==> src/rtl/neuron_writeback.sv <==
// Packs the one-neuron-per-strobe ReLU stream into LANES x DW activation rows,
// queues completed rows in a small FIFO and writes them to the activation BRAM.
module neuron_writeback #(
  parameter int LANES = 16,
  parameter int DW    = 16,
  parameter int AW    = 16,
  parameter int ROWS  = 4
) (
  input  logic                  clk,
  input  logic                  reset,
  input  logic [DW-1:0]         neuron_in,
  input  logic                  neuron_valid,
  input  logic                  layer_start,
  input  logic [AW-1:0]         base_addr,
  input  logic                  layer_flush,
  input  logic                  bram_wr_ready,
  output logic                  bram_wr_en,
  output logic [AW-1:0]         bram_wr_addr,
  output logic [LANES*DW-1:0]   bram_wr_data,
  output logic [LANES-1:0]      bram_wr_mask,
  output logic                  busy,
  output logic                  overflow,
  output logic [AW-1:0]         rows_written
);

  localparam int LW = $clog2(LANES);
  localparam int PW = $clog2(ROWS);
  localparam logic [LW-1:0] LAST_LANE = LW'(LANES - 1);
  localparam logic [PW:0]   FIFO_DEPTH = (PW+1)'(ROWS);

  typedef enum logic {IDLE, WRITE} state_t;

  state_t                state, state_n;

  logic [LW-1:0]         lane_cnt;
  logic [LANES*DW-1:0]   pack_data;
  logic [LANES-1:0]      pack_mask;
  logic [AW-1:0]         row_cnt;
  logic [AW-1:0]         base_r;
  logic                  overflow_r;
  logic [AW-1:0]         rows_r;

  logic [LANES*DW-1:0]   mem_data [ROWS];
  logic [AW-1:0]         mem_addr [ROWS];
  logic [LANES-1:0]      mem_mask [ROWS];
  logic [PW:0]           wr_ptr, rd_ptr;
  logic [PW:0]           count, count_n;
  logic                  empty, full;

  logic [LW-1:0]         lane_eff;
  logic [LANES-1:0]      mask_eff;
  logic [AW-1:0]         row_eff;
  logic [AW-1:0]         base_eff;
  logic [LANES*DW-1:0]   data_n;
  logic [LANES-1:0]      mask_n;
  logic                  row_done;
  logic                  push;
  logic                  push_ok;
  logic                  drop;
  logic                  pop;
  logic [LANES*DW-1:0]   push_data;
  logic [AW-1:0]         push_addr;

  assign count = wr_ptr - rd_ptr;
  assign empty = (count == '0);
  assign full  = (count == FIFO_DEPTH);

  // layer_start takes effect before the same-cycle neuron, which lands in lane 0
  always_comb begin
    lane_eff = layer_start ? '0 : lane_cnt;
    mask_eff = layer_start ? '0 : pack_mask;
    row_eff  = layer_start ? '0 : row_cnt;
    base_eff = layer_start ? base_addr : base_r;
    data_n   = pack_data;
    mask_n   = mask_eff;
    if (neuron_valid) begin
      data_n[lane_eff*DW +: DW] = neuron_in;
      mask_n[lane_eff]          = 1'b1;
    end
    row_done = neuron_valid && (lane_eff == LAST_LANE);
    // A completing neuron plus flush still yields a single push
    push     = row_done || (layer_flush && (mask_n != '0));
    for (int i = 0; i < LANES; i++) begin
      push_data[i*DW +: DW] = mask_n[i] ? data_n[i*DW +: DW] : '0;
    end
    push_addr = base_eff + row_eff;
  end

  assign pop     = bram_wr_en && bram_wr_ready;
  assign push_ok = push && (!full || pop);
  assign drop    = push && full && !pop;
  assign count_n = count + (PW+1)'(push_ok) - (PW+1)'(pop);

  always_ff @(posedge clk) begin
    if (reset) begin
      lane_cnt   <= '0;
      pack_data  <= '0;
      pack_mask  <= '0;
      row_cnt    <= '0;
      base_r     <= '0;
      overflow_r <= 1'b0;
      rows_r     <= '0;
    end else begin
      pack_data <= data_n;
      base_r    <= base_eff;
      if (push) begin
        lane_cnt  <= '0;
        pack_mask <= '0;
        row_cnt   <= row_eff + AW'(1);
      end else begin
        lane_cnt  <= lane_eff + LW'(neuron_valid);
        pack_mask <= mask_n;
        row_cnt   <= row_eff;
      end
      overflow_r <= (layer_start ? 1'b0 : overflow_r) | drop;
      rows_r     <= (layer_start ? '0 : rows_r) + AW'(pop);
    end
  end

  always_ff @(posedge clk) begin
    if (reset) begin
      wr_ptr <= '0;
      rd_ptr <= '0;
    end else begin
      if (push_ok) wr_ptr <= wr_ptr + 1'b1;
      if (pop)     rd_ptr <= rd_ptr + 1'b1;
    end
  end

  always_ff @(posedge clk) begin
    if (push_ok) begin
      mem_data[wr_ptr[PW-1:0]] <= push_data;
      mem_addr[wr_ptr[PW-1:0]] <= push_addr;
      mem_mask[wr_ptr[PW-1:0]] <= mask_n;
    end
  end

  always_ff @(posedge clk) begin
    if (reset) state <= IDLE;
    else       state <= state_n;
  end

  // Entering WRITE on the push edge gives the one-cycle row-to-write latency
  always_comb begin
    state_n = state;
    case (state)
      IDLE:    if (!empty || push_ok) state_n = WRITE;
      WRITE:   if (pop && (count_n == '0)) state_n = IDLE;
      default: state_n = IDLE;
    endcase
  end

  always_comb begin
    bram_wr_en   = (state == WRITE);
    bram_wr_addr = '0;
    bram_wr_data = '0;
    bram_wr_mask = '0;
    if (bram_wr_en) begin
      bram_wr_addr = mem_addr[rd_ptr[PW-1:0]];
      bram_wr_data = mem_data[rd_ptr[PW-1:0]];
      bram_wr_mask = mem_mask[rd_ptr[PW-1:0]];
    end
    busy         = (lane_cnt != '0) || !empty;
    overflow     = overflow_r;
    rows_written = rows_r;
  end

endmodule

==> config.mk <==
export PLATFORM = sky130hd
export DESIGN_NAME = neuron_writeback
export DESIGN_NICKNAME = d
export VERILOG_FILES = /design/src/rtl/neuron_writeback.sv
export SDC_FILE = /design/constraint.sdc
export NUM_CORES = 2
export LEC_CHECK = 0
export CAP_MARGIN = 15
export CORE_ASPECT_RATIO = 0.7
export CORE_MARGIN = 4
export CORE_UTILIZATION = 35
export DETAILED_ROUTE_END_ITERATION = 10
export PLACE_DENSITY_LB_ADDON = 0.08
export SETUP_SLACK_MARGIN = 0.4
export SYNTH_ARGS = -nofsm -noshare
export SYNTH_HDL_FRONTEND = slang
export SYNTH_SLANG_ARGS = --single-unit
==> constraint.sdc <==
create_clock -name clk -period 21.4 [get_ports clk]
set_input_delay 6.42 -clock clk [delete_from_list [all_inputs] [get_ports clk]]
set_output_delay 6.42 -clock clk [all_outputs]
set_load 0.01 [all_outputs]
==> results.yml <==
clock_network:
  cts_resized: 0
  h-tree-depth: 4
  postCtsSetupBuffers: 0
  cts.path.max_buffers: 3
  clock_sinks: 1486
  clk_latency_ns: 0.78
  ctsHoldBuffers: 0
  cts_made_buffers: 154
  cts.clk_slew.worst_paths_ns: 0.06
  clockRootBuffer: "clkbuf_16"
  tritoncts: "done"
global_routing:
  grt_usage_pct: 18.8
  antenna_found_initial: 27
  grt_pass1_wl_um: 238000
  grt-ovfl-total: 0
  grt_pass1_vias: 32600
  grt_max_degree: 210
place:
  port_buffers: 344
  placed_area_mm2: 0.0643
  gp_congestion: 0.758
  dp.final_hpwl_um: 98200
  place_ws_ns: 9.80
floorplan:
  coreArea_mm2: 0.166
  initial_core_util_pct: 35.2
  die_area_mm2: 0.174
  die_h_um: 350
  io_pins: 345
  fp.dieW_um: 497
  rows: 125
run:
  drv_cap: 0
yosys:
  synth_fa_ha_area_share_pct: 0.659
  synth_compound_area_share_pct: 2.34
  synthXorXnorAreaFrac_pct: 0.569
  ys_warn_count: 0
  ys_ff_latch: 1486
  yosys.area_share.simple_pct: 10.2
  synthMuxAreaShare_pct: 13.6
  yosysTopAreaCell: "edfxtp_1"
  synthDistinctLibCells: 71
  avgSynthCellArea_um2: 15.6
  yosys_most_used_dff: "edfxtp_1"
  synth-async-reset-ratio_pct: 0
  synth_area_mm2: 0.0585
  syn_nets: 3828
  yosysTopAreaCellShare_pct: 59.1
  synth_cells: 3761
  synth_edf_count: 1152
  synth_top_family_by_area: "multiplexers"
  seq_area_frac_synth_pct: 70.6
  yosys-top-cells-area: "edfxtp_1 59%, dfxtp_1 11%, mux4_2 11%"
outcome:
  outcome: "finished clean"
routing:
  wire_per_inst_um: 25.3
  antenna_left: 0
  routed_wirelength_um: 163000
  viasPerCell: 4.96
  drt_iter0_markers: 2556
  drc: 0
  vias: 31900
  drt_first_pass_iters: 5
worst_setup_path:
  critPathArrivalTime_ns: 4.77
  required_ns: 14.98
  cp_max_fo: 135
  worst_setup_path_end_kind: "output pin"
  criticalPathCategory: "flip-flop to output pin"
  crit_path_start_kind: "flip-flop"
timing:
  finalSetupTns_ns: 0
  worst_pin_slew_ns: 1.17
  max_freq_mhz: 89.4
  fin_crit_sh_pct: 52.3
  rsz0062_at_grt: "false"
  drv_slew: 0
  setup_slack_ns: 10.21
  hold_slack_ns: 0.475
  max_slew_margin_pct: 21.7
  report.final.hold_viol_count: 0
  period_minus_slack_ns: 11.19
  finalSetupViolCount: 0
  fin_skew_ns: 0.0200
finish:
  finish.instance_area_mm2: 0.0692
  synthToLayoutAreaGrowth_pct: 18.4
  final_nets: 4151
  drive_gt1_share_pct: 15.3
hold_path:
  hold_class: "flip-flop to flip-flop"
power_and_ir_drop:
  leakage_nw: 22.8
  ir_drop_mv: 0.0599
  power_density_mw_per_mm2: 99.1
-- per-layer routing --
metal,track usage (%),vias up,routed length [µm]
met1,27.3,16400,75900
met4,4.76,0,3340
met5,0,-,0
li1,-,14500,-
met3,3.39,184,9080
met2,29.2,766,74900
-- cell type report --
class | count | area, µm²
clock buffers | 224 | 4360
well taps | 2222 | 2780
repair buffers | 404 | 3930
inverters | 57 | 214
flip-flops and latches | 1486 | 41300
diodes | 9 | 22.5
clock inverters | 60 | 573
multi-input cells | 1981 | 16100
fillers | 15000 | 96700
-- path summary, 6_finish.rpt --
check                            start                        end  slack, ns  depth (start not counted)
max                          flip-flop            bram_wr_data[9]      10.21                          5
min          pack_data[165]$_SDFF_PP0_  pack_data[165]$_SDFF_PP0_       0.47                          2
min reg2reg  pack_data[165]$_SDFF_PP0_  pack_data[165]$_SDFF_PP0_       0.47                          2
max reg2reg     lane_cnt[0]$_SDFF_PP0_  mem_data[1][59]$_DFFE_PP_      16.18                          9
-- cells in the mapped netlist, types with 4 or more instances --
master	count
mux2_2	14
o21ai_0	14
mux2i_1	131
xnor2_1	23
clkbuf_1	158
dfxtp_1	334
or3_1	7
a21o_1	7
a211oi_1	4
o31ai_1	7
o21ai_1	4
nor3b_1	6
a21oi_1	145
nand3_1	23
buf_2	37
nor4_1	8
nor2_2	4
or2_2	20
nor2b_1	60
mux4_2	288
nand2_1	76
or4_1	7
and2_1	309
nor2_1	675
nor3_1	10
a31oi_1	23
buf_1	30
buf_4	10
ha_1	26
xor2_1	15
inv_1	57
nand2b_1	9
nand4_1	10
edfxtp_1	1152
and4_1	5
and3_1	6
-- logic make-up after synthesis --
group / after synthesis
buffers and inverters: 294
XOR/XNOR: 38
AND/OR/NAND/NOR: 1249
adder cells (fa/ha/maj): 29
flip-flops: 1486
AO/OA/AOI/OAI: 231
multiplexers: 434
-- layout by cell type (no fill, tap or decap), types with 15 or more instances in the layout --
master           netlist  layout
nand3_1               23      21
or2_2                 20      20
buf_4                 10      55
edfxtp_1            1152    1152
clkbuf_16              0     158
dfxtp_1              334     331
clkdlybuf4s50_1        0     334
a21oi_1              145     144
clkinv_2               0      22
clkinv_1               0      16
mux4_2               288     288
nor2b_1               60      60
nor2_1               675     673
a31oi_1               23      23
clkbuf_1             158      48
and2_1               309     306
inv_1                 57      57
clkbuf_8               0      15
xor2_1                15      15
mux2i_1              131     131
xnor2_1               23      23
nand2_1               76      76
ha_1                  26      26
-- worst max-delay path, stage by stage (launching register included) --
cell and delay [ns]:
dfxtp_4 0.96, buf_12 0.67, buf_4 0.84, mux4_2 0.37, and2_1 0.22, clkdlybuf4s50_1 0.58
-- per-stage QoR --
stage	cells	power [mW]	utilization, %
global placement	6150	4.33	38.7
detailed placement	6150	4.33	38.7
floorplan	3761	3.83	-
global route	6435	7.16	41.7
CTS	6434	6.98	41.7
finish	6443	6.86	41.7
-- registers in the layout, summed over array words and instances, names as in the netlist, named ones only --
name and count:
rd_ptr 3, pack_data 256, mem_mask 64, pack_mask 16, bram_wr_en 1, mem_data 1024, mem_addr 64, base_r 16
row_cnt 16, wr_ptr 3, overflow 1, lane_cnt 4, rows_written 16
-- report_power, final --
group	leakage [nW]	switching, mW	internal, mW	total, mW
Sequential	13.4	0.0458	3.19	3.23
Combinational	7.05	0.507	0.488	0.994
Clock	2.41	1.11	1.52	2.64
(Power assumes the default switching activity.)
